File: config.mk
export PLATFORM = sky130hd
export DESIGN_NAME = riscv_vector_wb_arbiter
export DESIGN_NICKNAME = d
export VERILOG_FILES = /design/src/rtl/riscv_vector_pkg.sv /design/src/rtl/riscv_vector_rr_pick.sv /design/src/rtl/riscv_vector_wb_arbiter.sv
export SDC_FILE = /design/constraint.sdc
export NUM_CORES = 1
export LEC_CHECK = 0
export CAP_MARGIN = 10
export CORE_AREA = 5 5 512 514
export DETAILED_ROUTE_END_ITERATION = 16
export DIE_AREA = 0 0 517 519
export PLACE_DENSITY_LB_ADDON = 0.25
export SLEW_MARGIN = 5
export SYNTH_ARGS = -nofsm -noshare
export SYNTH_HDL_FRONTEND = slang
export SYNTH_SLANG_ARGS = --single-unit
File: constraint.sdc
create_clock -name clk_int -period 3.2 [get_ports clk_int]
set_input_delay 0.32 -clock clk_int [delete_from_list [all_inputs] [get_ports clk_int]]
set_output_delay 0.32 -clock clk_int [all_outputs]
set_load 0.01 [all_outputs]
File: src/rtl/riscv_vector_pkg.sv
// Shared types and defaults for the vector register file write path.
//   DEF_VADDR_WIDTH / DEF_VDATA_WIDTH : default VRF address / data widths
//   VRF_NUM_REGS                      : architectural vector registers decoded by the VRF
//   vwb_req_t                         : one producer write request {addr, data}
//   vwb_class_e                       : how the arbiter treats a valid request
package riscv_vector_pkg;

  localparam int DEF_VADDR_WIDTH = 6;
  localparam int DEF_VDATA_WIDTH = 256;
  localparam int VRF_NUM_REGS    = 32;

  typedef struct packed {
    logic [DEF_VADDR_WIDTH-1:0] addr;
    logic [DEF_VDATA_WIDTH-1:0] data;
  } vwb_req_t;

  // CLS_NULL: x0 target, consumed silently. CLS_ILLEGAL: address MSB set,
  // dropped and flagged. CLS_NORMAL: competes for a VRF write port.
  typedef enum logic [1:0] {
    CLS_NULL,
    CLS_ILLEGAL,
    CLS_NORMAL
  } vwb_class_e;

endpackage

File: src/rtl/riscv_vector_rr_pick.sv
// Rotating two-winner picker.
//   req       : request mask, one bit per source
//   ptr       : source index that has top priority this cycle
//   conflict  : conflict[i][j]=1 means source j may not share a cycle with source i
//   first_oh  : one-hot first request found scanning ptr, ptr+1, ... mod N
//   second_oh : one-hot next request after first_oh that does not conflict with it
module riscv_vector_rr_pick #(
  parameter int N  = 3,
  parameter int PW = $clog2(N)
) (
  input  logic [N-1:0]        req,
  input  logic [PW-1:0]       ptr,
  input  logic [N-1:0][N-1:0] conflict,
  output logic [N-1:0]        first_oh,
  output logic [N-1:0]        second_oh
);

  logic [N-1:0] req_b;
  logic         found_a;
  logic         found_b;

  function automatic int rot(input logic [PW-1:0] p, input int k);
    return (int'(p) + k) % N;
  endfunction

  // NOTE: every output of a combinational block gets a default before any
  // conditional assignment; a path that leaves it unassigned infers a latch.
  always_comb begin
    first_oh  = '0;
    second_oh = '0;
    found_a   = 1'b0;
    found_b   = 1'b0;

    for (int k = 0; k < N; k++) begin
      for (int i = 0; i < N; i++) begin
        if (rot(ptr, k) == i && req[i] && !found_a) begin
          first_oh[i] = 1'b1;
          found_a     = 1'b1;
        end
      end
    end

    // Collision mask: drop the winner itself and anything aimed at its register.
    req_b = req & ~first_oh;
    for (int i = 0; i < N; i++) begin
      if (first_oh[i]) req_b = req_b & ~conflict[i];
    end

    for (int k = 0; k < N; k++) begin
      for (int i = 0; i < N; i++) begin
        if (rot(ptr, k) == i && req_b[i] && !found_b) begin
          second_oh[i] = 1'b1;
          found_b      = 1'b1;
        end
      end
    end
  end

endmodule

File: src/rtl/riscv_vector_wb_arbiter.sv
// VRF write-back arbiter: merges NUM_SRC producer result streams onto the two
// VRF write ports with one cycle of registered latency.
//   clk_int, rst_n            : clock, asynchronous active-low reset
//   src_valid_i / src_ready_o : per-source handshake (ready is combinational)
//   src_addr_i / src_data_i   : per-source destination register and result
//   vw*_a_o, vw*_b_o          : VRF write ports A (higher priority) and B
//   err_o / err_src_o         : sticky illegal-address flag and first offender
// x0 writes are swallowed, addresses with the MSB set are dropped and flagged,
// and both ports never target the same register in one cycle.
module riscv_vector_wb_arbiter
  import riscv_vector_pkg::*;
#(
  parameter int  VADDR_WIDTH = DEF_VADDR_WIDTH,
  parameter int  VDATA_WIDTH = DEF_VDATA_WIDTH,
  parameter int  NUM_SRC     = 3,
  localparam int SRC_IDX_W   = $clog2(NUM_SRC)
) (
  input  logic                                clk_int,
  input  logic                                rst_n,
  input  logic [NUM_SRC-1:0]                  src_valid_i,
  output logic [NUM_SRC-1:0]                  src_ready_o,
  input  logic [NUM_SRC-1:0][VADDR_WIDTH-1:0] src_addr_i,
  input  logic [NUM_SRC-1:0][VDATA_WIDTH-1:0] src_data_i,
  output logic [VADDR_WIDTH-1:0]              vwaddr_a_o,
  output logic [VDATA_WIDTH-1:0]              vwdata_a_o,
  output logic                                vwe_a_o,
  output logic [VADDR_WIDTH-1:0]              vwaddr_b_o,
  output logic [VDATA_WIDTH-1:0]              vwdata_b_o,
  output logic                                vwe_b_o,
  output logic                                err_o,
  output logic [SRC_IDX_W-1:0]                err_src_o
);

  vwb_class_e                         cls [NUM_SRC];
  logic [NUM_SRC-1:0]                 normal_req;
  logic [NUM_SRC-1:0]                 illegal_hit;
  logic [NUM_SRC-1:0]                 drop_ok;
  logic [NUM_SRC-1:0][NUM_SRC-1:0]    same_addr;
  logic [NUM_SRC-1:0]                 grant_a;
  logic [NUM_SRC-1:0]                 grant_b;
  logic [SRC_IDX_W-1:0]               rr_q;
  logic [SRC_IDX_W-1:0]               rr_d;
  logic [SRC_IDX_W-1:0]               idx_a;
  logic [SRC_IDX_W-1:0]               idx_b;
  logic [SRC_IDX_W-1:0]               err_idx;
  logic [VADDR_WIDTH-1:0]             addr_a;
  logic [VADDR_WIDTH-1:0]             addr_b;
  logic [VDATA_WIDTH-1:0]             data_a;
  logic [VDATA_WIDTH-1:0]             data_b;

  function automatic logic [SRC_IDX_W-1:0] next_idx(input logic [SRC_IDX_W-1:0] idx);
    return (idx == SRC_IDX_W'(NUM_SRC - 1)) ? '0 : idx + SRC_IDX_W'(1);
  endfunction

  always_comb begin
    normal_req  = '0;
    illegal_hit = '0;
    drop_ok     = '0;
    for (int i = 0; i < NUM_SRC; i++) begin
      if (src_addr_i[i] == '0)                 cls[i] = CLS_NULL;
      else if (src_addr_i[i][VADDR_WIDTH-1])   cls[i] = CLS_ILLEGAL;
      else                                     cls[i] = CLS_NORMAL;
      normal_req[i]  = src_valid_i[i] && (cls[i] == CLS_NORMAL);
      illegal_hit[i] = src_valid_i[i] && (cls[i] == CLS_ILLEGAL);
      drop_ok[i]     = src_valid_i[i] && (cls[i] != CLS_NORMAL);
    end
  end

  // Only normal requests reach the picker, so plain address equality suffices.
  always_comb begin
    same_addr = '0;
    for (int i = 0; i < NUM_SRC; i++) begin
      for (int j = 0; j < NUM_SRC; j++) begin
        if (i != j) same_addr[i][j] = (src_addr_i[i] == src_addr_i[j]);
      end
    end
  end

  riscv_vector_rr_pick #(
    .N  (NUM_SRC),
    .PW (SRC_IDX_W)
  ) u_pick (
    .req       (normal_req),
    .ptr       (rr_q),
    .conflict  (same_addr),
    .first_oh  (grant_a),
    .second_oh (grant_b)
  );

  always_comb begin
    addr_a  = '0;
    data_a  = '0;
    idx_a   = '0;
    addr_b  = '0;
    data_b  = '0;
    idx_b   = '0;
    err_idx = '0;
    for (int i = 0; i < NUM_SRC; i++) begin
      if (grant_a[i]) begin
        addr_a = src_addr_i[i];
        data_a = src_data_i[i];
        idx_a  = SRC_IDX_W'(i);
      end
      if (grant_b[i]) begin
        addr_b = src_addr_i[i];
        data_b = src_data_i[i];
        idx_b  = SRC_IDX_W'(i);
      end
    end
    // Descending scan so the lowest illegal index is the one left standing.
    for (int i = NUM_SRC - 1; i >= 0; i--) begin
      if (illegal_hit[i]) err_idx = SRC_IDX_W'(i);
    end
    // Pointer moves past the last port-granted source; B is always later in rotation.
    rr_d = rr_q;
    if (|grant_b)      rr_d = next_idx(idx_b);
    else if (|grant_a) rr_d = next_idx(idx_a);
  end

  // Nothing is accepted while reset is held, so no source thinks it handed off a result.
  assign src_ready_o = rst_n ? (drop_ok | grant_a | grant_b) : '0;

  // NOTE: sequential state uses non-blocking assignments so every register
  // samples pre-edge values regardless of statement order.
  always_ff @(posedge clk_int or negedge rst_n) begin
    if (!rst_n) begin
      vwe_a_o    <= 1'b0;
      vwaddr_a_o <= '0;
      vwdata_a_o <= '0;
      vwe_b_o    <= 1'b0;
      vwaddr_b_o <= '0;
      vwdata_b_o <= '0;
      rr_q       <= '0;
      err_o      <= 1'b0;
      err_src_o  <= '0;
    end else begin
      vwe_a_o <= |grant_a;
      vwe_b_o <= |grant_b;
      if (|grant_a) begin
        vwaddr_a_o <= addr_a;
        vwdata_a_o <= data_a;
      end
      if (|grant_b) begin
        vwaddr_b_o <= addr_b;
        vwdata_b_o <= data_b;
      end
      rr_q <= rr_d;
      if (!err_o && (|illegal_hit)) begin
        err_o     <= 1'b1;
        err_src_o <= err_idx;
      end
    end
  end

endmodule

==> results.txt, run 1 <==
* Initial cell density of the core: 10.65%
- The routed design has 242700 um of wire.
- The first global-routing pass estimated 318600 um of wire.
- Counting flops with an async set or reset pin after synthesis yields a share of 100.0%.
* Least-Margin Pin Slew: 1.069 ns
- At the worst endpoint, the required time is 2.88 ns.
- Across the VDD grid, the largest voltage drop is 0.4276 mV.
* Final max-slew violation count: 0
- Yosys mapped a number of flops with a built-in enable equal to 0.
* Final Hold Fails: 0
* Summed instance area of the synthesized netlist: 27300 um2
* Full die area: 268300 um2
- Measured against its own limit, the worst slew margin works out to 28.76%.
* Final Instance Area: 52310 um2
- Die Height: 519 um
- The number of antenna violations at the first check in global routing was 59.
- Syn Nets: 3839
- The via count of the first global-routing pass came to 33486.
* Number of routed nets with antenna violations: 0
* Initial DRC Count: 2502
* Total clock buffers created by CTS: 79
- Aggregate global routing overflow: 0
- Setup ws final: -0.5436 ns
- Number of levels the H-tree was split into: 3
- STA classifies the critical path endpoint as a primary output.
- The final critical path takes up 117.0% of the cycle.
- Standard cell area after detailed placement: 46410 um2
* Clk pin slew, worst setup/hold paths: 0.06 ns
- Routability-driven placement finished with a final weighted congestion of 0.8823.
* Max Freq: 267.1 MHz
- Type of the tightest min-delay check: in2async
* Number of distinct library cell variants in the gate-level netlist after synthesis: 58
- Slack of the worst reg-to-reg path: -0.39 ns
* TritonCTS clock tree: yes
* Crit path max fanout: 5
* Unrepaired setup endpoints after global routing: true
* Most common flop cell mapped by yosys: dfrtp_1
- Outcome: complete, but fails checks
* PortBufs: 1322
- Final net count: 5331
- Overall die width: 517 um
* Area of the core: 256500 um2
- STA classifies the critical path startpoint as a flop.
* Worst setup slack after placement: -0.8225 ns
* Via count normalized by instance count: 4.119
- Global routing consumed, over all layers together, 17.17% of the routing resources.
- Number of clock sinks: 531
* Areal power density over the cells: 1162 nW/um2
* Post-detailed-route DRC marker count: 0
- First-pass detailed-route iteration total: 6
- The floorplan has 186 rows.
- The critical path is of the reg2out type.
- The worst path in the final design needs a cycle of 3.744 ns, including I/O delays and setup.
- The synthesized design contains 531 register bits.
- Area delta synth->final: 91.57%
- Failing checks: negative setup slack
- CTS root buffer: clkbuf_16
- Worst skew pair latency: 0.72 ns
- The tool flagged a number of max-cap violations equal to 0.
* Total number of yosys warnings: 0
* Detailed-route via count: 33003
- Entering global routing, the biggest net connects 126 pins.
- Wire per inst: 30.29 um
- Leakage power total: 19.43 nW
- Fraction of layout cells with a size suffix above 1: 13.79%
- Synthesized area per cell: 8.970 um2
- Total setup violations reported at the end of the flow: 402
- In this run the count of I/O pins placed on the die edge is 1323.
- On the final layout, the worst clock skew is 0.03713 ns.
* Detailed placement HPWL: 183100 um
- Sequential fraction of the synthesis area: 48.66%
- In this run the deepest clock path goes through 3 buffers.
* Data arrival time of the critical path: 3.42 ns
- Synthesized netlist cell count: 3044
[area by class of cell]
| cell class | count | area [um2] |
|---|---|---|
| antenna | 32 | 80.08 |
| clock buffer | 120 | 2321 |
| fill | 28200 | 204200 |
| inverter | 9 | 38.79 |
| tap | 3384 | 4234 |
| timing repair buffer | 1703 | 18530 |
| multi-input combinational | 2212 | 13460 |
| clock inverter | 22 | 350.3 |
| sequential | 531 | 13290 |
[path summary, 6_finish.rpt]
kind,from,endpoint,cells past startpoint
hold reg to reg,vwaddr_b_o[5],vwaddr_b_o[5],2
hold / removal,rst_n,vwdata_a_o[110],2
min in group clk_int,src_data_i[134],vwdata_a_o[134],3
setup reg to reg,rr_q[0],vwdata_b_o[170],20
setup / recovery,rr_q[0],src_ready_o[2],13
max in group asynchronous,rst_n,vwdata_a_o[254],4
[through the flow]
stage | setup TNS [ns] | power (mW) | std cells | hold WS [ns] | util [%]
2_1_floorplan | 0 | 25.88 | 3044 | 0.02441 | -
3_3_place_gp | -270.93 | 46.33 | 7735 | 0.2364 | 18.10
3_5_place_dp | -259.98 | 46.32 | 7735 | 0.2357 | 18.10
4_1_cts | -69.01 | 60.97 | 7966 | 0.01743 | 20.10
5_1_grt | -139.74 | 64.45 | 8003 | 0.03086 | 20.39
6_report | -88.64 | 60.76 | 8013 | 0.09002 | 20.40
[cell usage after synthesis, types with 2 or more instances]
| cell type | number | area, um2 |
|---|---|---|
| o21bai_1 | 261 | 1959 |
| buf_4 | 11 | 82.58 |
| o22ai_1 | 2 | 12.51 |
| nand4_1 | 5 | 31.28 |
| a21boi_0 | 2 | 15.01 |
| xor2_1 | 6 | 52.55 |
| a311oi_2 | 2 | 30.03 |
| ha_1 | 4 | 50.05 |
| nor2_1 | 535 | 2008 |
| and2_1 | 2 | 12.51 |
| o22a_1 | 2 | 17.52 |
| nor2b_1 | 3 | 18.77 |
| o21ai_2 | 2 | 17.52 |
| xnor2_1 | 12 | 105.1 |
| nor3_1 | 2 | 10.01 |
| or3_1 | 2 | 12.51 |
| nand3b_1 | 3 | 22.52 |
| o211ai_2 | 2 | 25.02 |
| a22oi_1 | 522 | 3919 |
| dfrtp_1 | 531 | 13290 |
| inv_1 | 9 | 33.78 |
| nand2_1 | 271 | 1017 |
| o211a_1 | 3 | 30.03 |
| nor4_1 | 2 | 12.51 |
| a211oi_1 | 2 | 15.01 |
| nand3_1 | 2 | 10.01 |
| o211ai_1 | 3 | 22.52 |
| o2111ai_1 | 2 | 17.52 |
| a31oi_1 | 262 | 1639 |
| or2_2 | 3 | 18.77 |
| buf_2 | 136 | 680.7 |
| a21oi_1 | 266 | 1331 |
| buf_1 | 14 | 52.55 |
| o21ai_0 | 4 | 20.02 |
| clkbuf_1 | 130 | 488.0 |
| o31a_1 | 2 | 17.52 |
[repair_timing]
| action | CTS | global route |
|---|---|---|
| hold buffers | 1 | 0 |
| setup buffers | 41 | 19 |
| pin swaps | 123 | 116 |
| cloned | 47 | 8 |
| endpoints found under the setup margin | 390 | 402 |
| endpoints found under the hold margin | 121 | 0 |
| gates resized for setup | 184 | 123 |
[kinds of logic after synthesis]
family,share of synthesized area (%)
flip-flops,48.66
buffers and inverters,4.917
AND/OR/NAND/NOR,11.90
adder cells (fa/ha/maj),0.1833
XOR/XNOR,0.5774
AO/OA/AOI/OAI,33.76
[where the power goes]
group / internal (mW) / total (mW) / switching, mW
registers: 10.4 / 13.4 / 3.01
logic: 17.4 / 38.0 / 20.6
clock network: 5.44 / 9.33 / 3.89
total: 33.3 / 60.8 / 27.5
[state kept, by name, summed over array words and instances (netlist names)]
name	cells
vwaddr_a_o	6
vwdata_a_o	256
rr_q	2
vwdata_b_o	256
err_o	1
vwe_b_o	1
vwaddr_b_o	6
vwe_a_o	1
err_src_o	2
[worst max-delay path, stage by stage (launching register included)]
cell and delay, ns:
dfrtp_2 0.45, inv_2 0.09, ha_4 0.18, buf_4 0.13
o211a_1 0.18, nor4_4 0.06, buf_4 0.15, a211oi_4 0.28
o211ai_1 0.18, o211ai_1 0.31, nor2_4 0.12, buf_12 0.15
o31a_1 0.28, buf_12 0.14
[layer usage]
layer / global-route usage, % / up-vias / routed length, um
met1: 20.36 / 16776 / 96490
met2: 28.62 / 1642 / 114500
li1: - / 14296 / -
met3: 7.006 / 253 / 25530
met4: 4.492 / 36 / 5940
met5: 0 / - / 219
[layout by cell type, fill, tap and decap left out, types with 3 or more instances in the layout]
cell	count
inv_1	5
bufinv_16	5
xor2_1	6
a31oi_1	262
o211ai_1	3
clkbuf_1	22
nor2_1	494
nor2_2	21
buf_12	84
bufbuf_16	4
o21ai_4	3
o21ai_0	4
clkbuf_16	87
dfrtp_1	530
ha_4	3
nand4_1	5
buf_4	205
o21bai_1	242
nand2_1	270
o21bai_4	19
buf_8	13
a21oi_1	242
nor2_4	21
buf_6	21
clkbuf_8	19
nand3b_1	3
clkinv_16	3
buf_16	49
clkinv_2	8
inv_6	3
xnor2_1	12
a22oi_1	522
diode_2	32
a21oi_2	23
clkdlybuf4s50_1	1318
No activity file was read; power rests on OpenSTA's default activity.
==> run 2, diff against run 1 <==
--- a/config.mk
+++ b/config.mk
@@ -7,8 +7,10 @@
 export LEC_CHECK = 0
 export CAP_MARGIN = 10
 export CORE_AREA = 5 5 512 514
+export CTS_CLUSTER_SIZE = 24
 export DETAILED_ROUTE_END_ITERATION = 16
 export DIE_AREA = 0 0 517 519
+export HOLD_SLACK_MARGIN = 0.15
 export PLACE_DENSITY_LB_ADDON = 0.25
 export SLEW_MARGIN = 5
 export SYNTH_ARGS = -nofsm -noshare
==> run 2 against run 1 <==
Against the previous run:
- the run still ends with negative setup slack left
- worst setup slack worse by 0.014 ns
- critical path depth stayed put
- combinational power is 8.2% higher
- sequential cell count stayed put
- sequential power hardly changed
==> results.txt, run 2 (same netlist as run 1, synthesis figures left out) <==
- The run finished, with violations left.
- The checks that failed: negative setup slack.
* Overall routing resource usage: 16.85%
- Detailed placement HPWL: 183100 um
- The via count of the first global-routing pass was 33834.
- The startpoint identified for the worst hold timing path is src_data_i[114].
- In this run the static leakage power is 20.27 nW.
- IR drop worst, VDD: 0.4579 mV
* Wire per inst: 30.20 um
- Fraction of layout cells with a size suffix above 1: 19.03%
- Req. time, crit path: 2.88 ns
- Commonest non-fill, non-tap cells in the layout: 1318 x clkdlybuf4s50_1, 530 x dfrtp_1, 517 x a22oi_1
- Entering global routing, the biggest net connects 126 pins.
- The initial utilization of the core area, before any placement, comes to 10.65%.
* Path type of the worst setup path: reg2out
- PortBufs: 1322
- Kind of end point of the critical path: primary output
* Worst hold path stage count: 3
- For the worst-skew pair, the clock arrives at the later sink with an insertion delay of 0.71 ns.
* Final Hold Fails: 0
- Post-detailed-route DRC marker count: 0
* Max transition margin: 30.42%
- Maximum Capacitance Violations: 0
- After global routing the overflow that remains totals 0.
* First-pass detailed-route iteration total: 5
* Fin Hold WS: 0.2449 ns
- From synthesis to final layout, the design area changed by 102.1%.
- Final net count: 5456
- Final max-slew violation count: 0
* Final estimated routing congestion in global placement: 0.8823
- In this run, flip-flops and latches consume 21.5% of the power.
- For this block, the via count after detailed routing is 33563.
* Leading cell type in the layout, fill and taps excluded: clkdlybuf4s50_1
* Number of clock sinks: 531
- The worst hold path terminates at vwdata_a_o[114].
- After detailed routing, the number of vias per cell comes to 4.127.
- The die covers 268300 um2.
* Maximum number of buffers from clock root to sink: 3
* Unrepaired setup endpoints after global routing: true
- The cell sitting at the root of the clock tree is a clkbuf_16.
- The number of antenna violations at the first check in global routing was 56.
- From bottom edge to top edge, the die measures 519 um.
- TritonCTS clock tree: yes
- Clk pin slew, worst setup/hold paths: 0.06 ns
- Counting the buffers created by CTS gives 78.
- Path depth of the worst reg2reg path: 20
- The internal power of the cells totals 34.75 mW.
- Type of the tightest min-delay check: in2reg
- Summing internal, switching and leakage power gives 63.85 mW.
- Fraction of power consumed by the clock network: 14.2%
- Once placement finished, the instance area stood at 46410 um2.
- Critical path launch point type: flop
* Worst r2r src: rr_q[1]
- Data arrival time of the critical path: 3.44 ns
* Total length of routed wires: 245600 um
- At the pin with the least slew margin, the transition time is 1.044 ns.
* Crit path max fanout: 5
* Slack of the worst reg-to-reg path: -0.29 ns
* Share of power burned in combinational logic: 64.3%
- The detail route stage leaves a number of antenna-violating nets equal to 0.
* Number of levels the H-tree was split into: 3
* R2r endpoint: vwdata_b_o[144]
- Final Instance Area: 55180 um2
- Overall die width: 517 um
- After layout, the worst setup slack is -0.5581 ns.
* Share of the cycle needed by the critical path after routing: 117.4%
- The region available for standard cell placement spans 256500 um2.
- Between clock sinks in the finished design, the worst skew comes to 0.02707 ns.
- Count of pins on the block boundary: 1323
- Row count: 186
- Max Freq: 266.1 MHz
- Initial DRC Count: 2473
- The first global-routing pass estimated 314900 um of wire.
- Registers with the most flip-flops: vwdata_a_o: 256 flops, vwdata_b_o: 256 flops
- Final core utilization: 21.52%
- Net switching is 45.57% of the power.
- Setup violations remaining at the end of the flow were counted as 324.
* Switching power: 29.10 mW
- Areal power density over the cells: 1157 nW/um2
- Shortest period the worst path allows: 3.758 ns
[run 2: cell types whose count changed in the layout (fill, tap and decap cells not counted), sizes merged]
| cell | before | now |
|---|---|---|
| buf | 372 | 368 |
| diode | 32 | 28 |
| clkinv | 12 | 9 |
| bufbuf | 4 | 0 |
| clkbuf | 128 | 155 |
| dlygate4sd3 | 1 | 111 |
| bufinv | 5 | 2 |
[run 2: stage by stage]
| stage | setup slack, ns | cells | setup TNS, ns |
|---|---|---|---|
| global placement | -0.9022 | 7735 | -270.93 |
| global route | -0.7719 | 8126 | -116.83 |
| CTS | -0.6537 | 8058 | -57.92 |
| finish | -0.5581 | 8132 | -56.93 |
| detailed placement | -0.8225 | 7735 | -259.98 |
| floorplan | 0.02713 | 3044 | 0 |
[run 2: worst max path at each step]
stage | slack (ns) | cells past startpoint | endpoint | start
floorplan | 0.03 | 14 | src_ready_o[1] | rr_q[1]
global placement | -0.90 | 12 | src_ready_o[1] | src_addr_i[7]
detailed placement | -0.82 | 12 | src_ready_o[1] | src_addr_i[7]
finish | -0.56 | 13 | src_ready_o[2] | rr_q[0]
global route | -0.77 | 14 | src_ready_o[2] | rr_q[1]
CTS | -0.65 | 15 | src_ready_o[2] | rr_q[1]
[run 2: area by class of cell]
| type | instances | area, um2 |
|---|---|---|
| sequential | 531 | 13290 |
| clock inverter | 16 | 242.7 |
| antenna | 28 | 70.07 |
| timing repair buffer | 1829 | 19990 |
| fill | 28024 | 201300 |
| inverter | 9 | 38.79 |
| multi-input combinational | 2212 | 14990 |
| clock buffer | 123 | 2321 |
| tap | 3384 | 4234 |
[run 2: critical path, cell delays in order, from the launching register on]
cell	delay, ns
dfrtp_2	0.45
inv_2	0.11
ha_4	0.19
buf_6	0.12
o211a_1	0.18
nor4_4	0.06
buf_4	0.14
a211oi_4	0.30
o211ai_1	0.17
o211ai_1	0.32
nor2_4	0.12
buf_12	0.15
o31a_1	0.28
buf_12	0.14
[run 2: power by group through the flow]
stage | logic, mW | registers [mW] | clock network [mW]
2_1_floorplan | 12.1 | 13.8 | 0
3_3_place_gp | 32.9 | 13.4 | 0
3_5_place_dp | 32.8 | 13.5 | 0
4_1_cts | 37.1 | 13.5 | 9.34
5_1_grt | 43.8 | 14.1 | 9.54
6_report | 41.1 | 13.7 | 9.04
[run 2: what timing repair did]
action / in CTS / in global routing
pin swaps: 109 / 134
gates cloned: 33 / 36
hold endpoints to repair: 372 / 0
setup endpoints to repair: 362 / 402
hold buffers: 111 / 0
setup buffers: 43 / 28
resized for setup: 156 / 513
[run 2: layer usage]
| metal | GRT usage, % | part of all wire, % | wire length (um) |
|---|---|---|---|
| met5 | 0 | 0.094 | 232 |
| met2 | 27.96 | 47 | 116500 |
| met3 | 7.151 | 10 | 25180 |
| met1 | 19.92 | 40 | 97740 |
| met4 | 4.374 | 2.4 | 5878 |
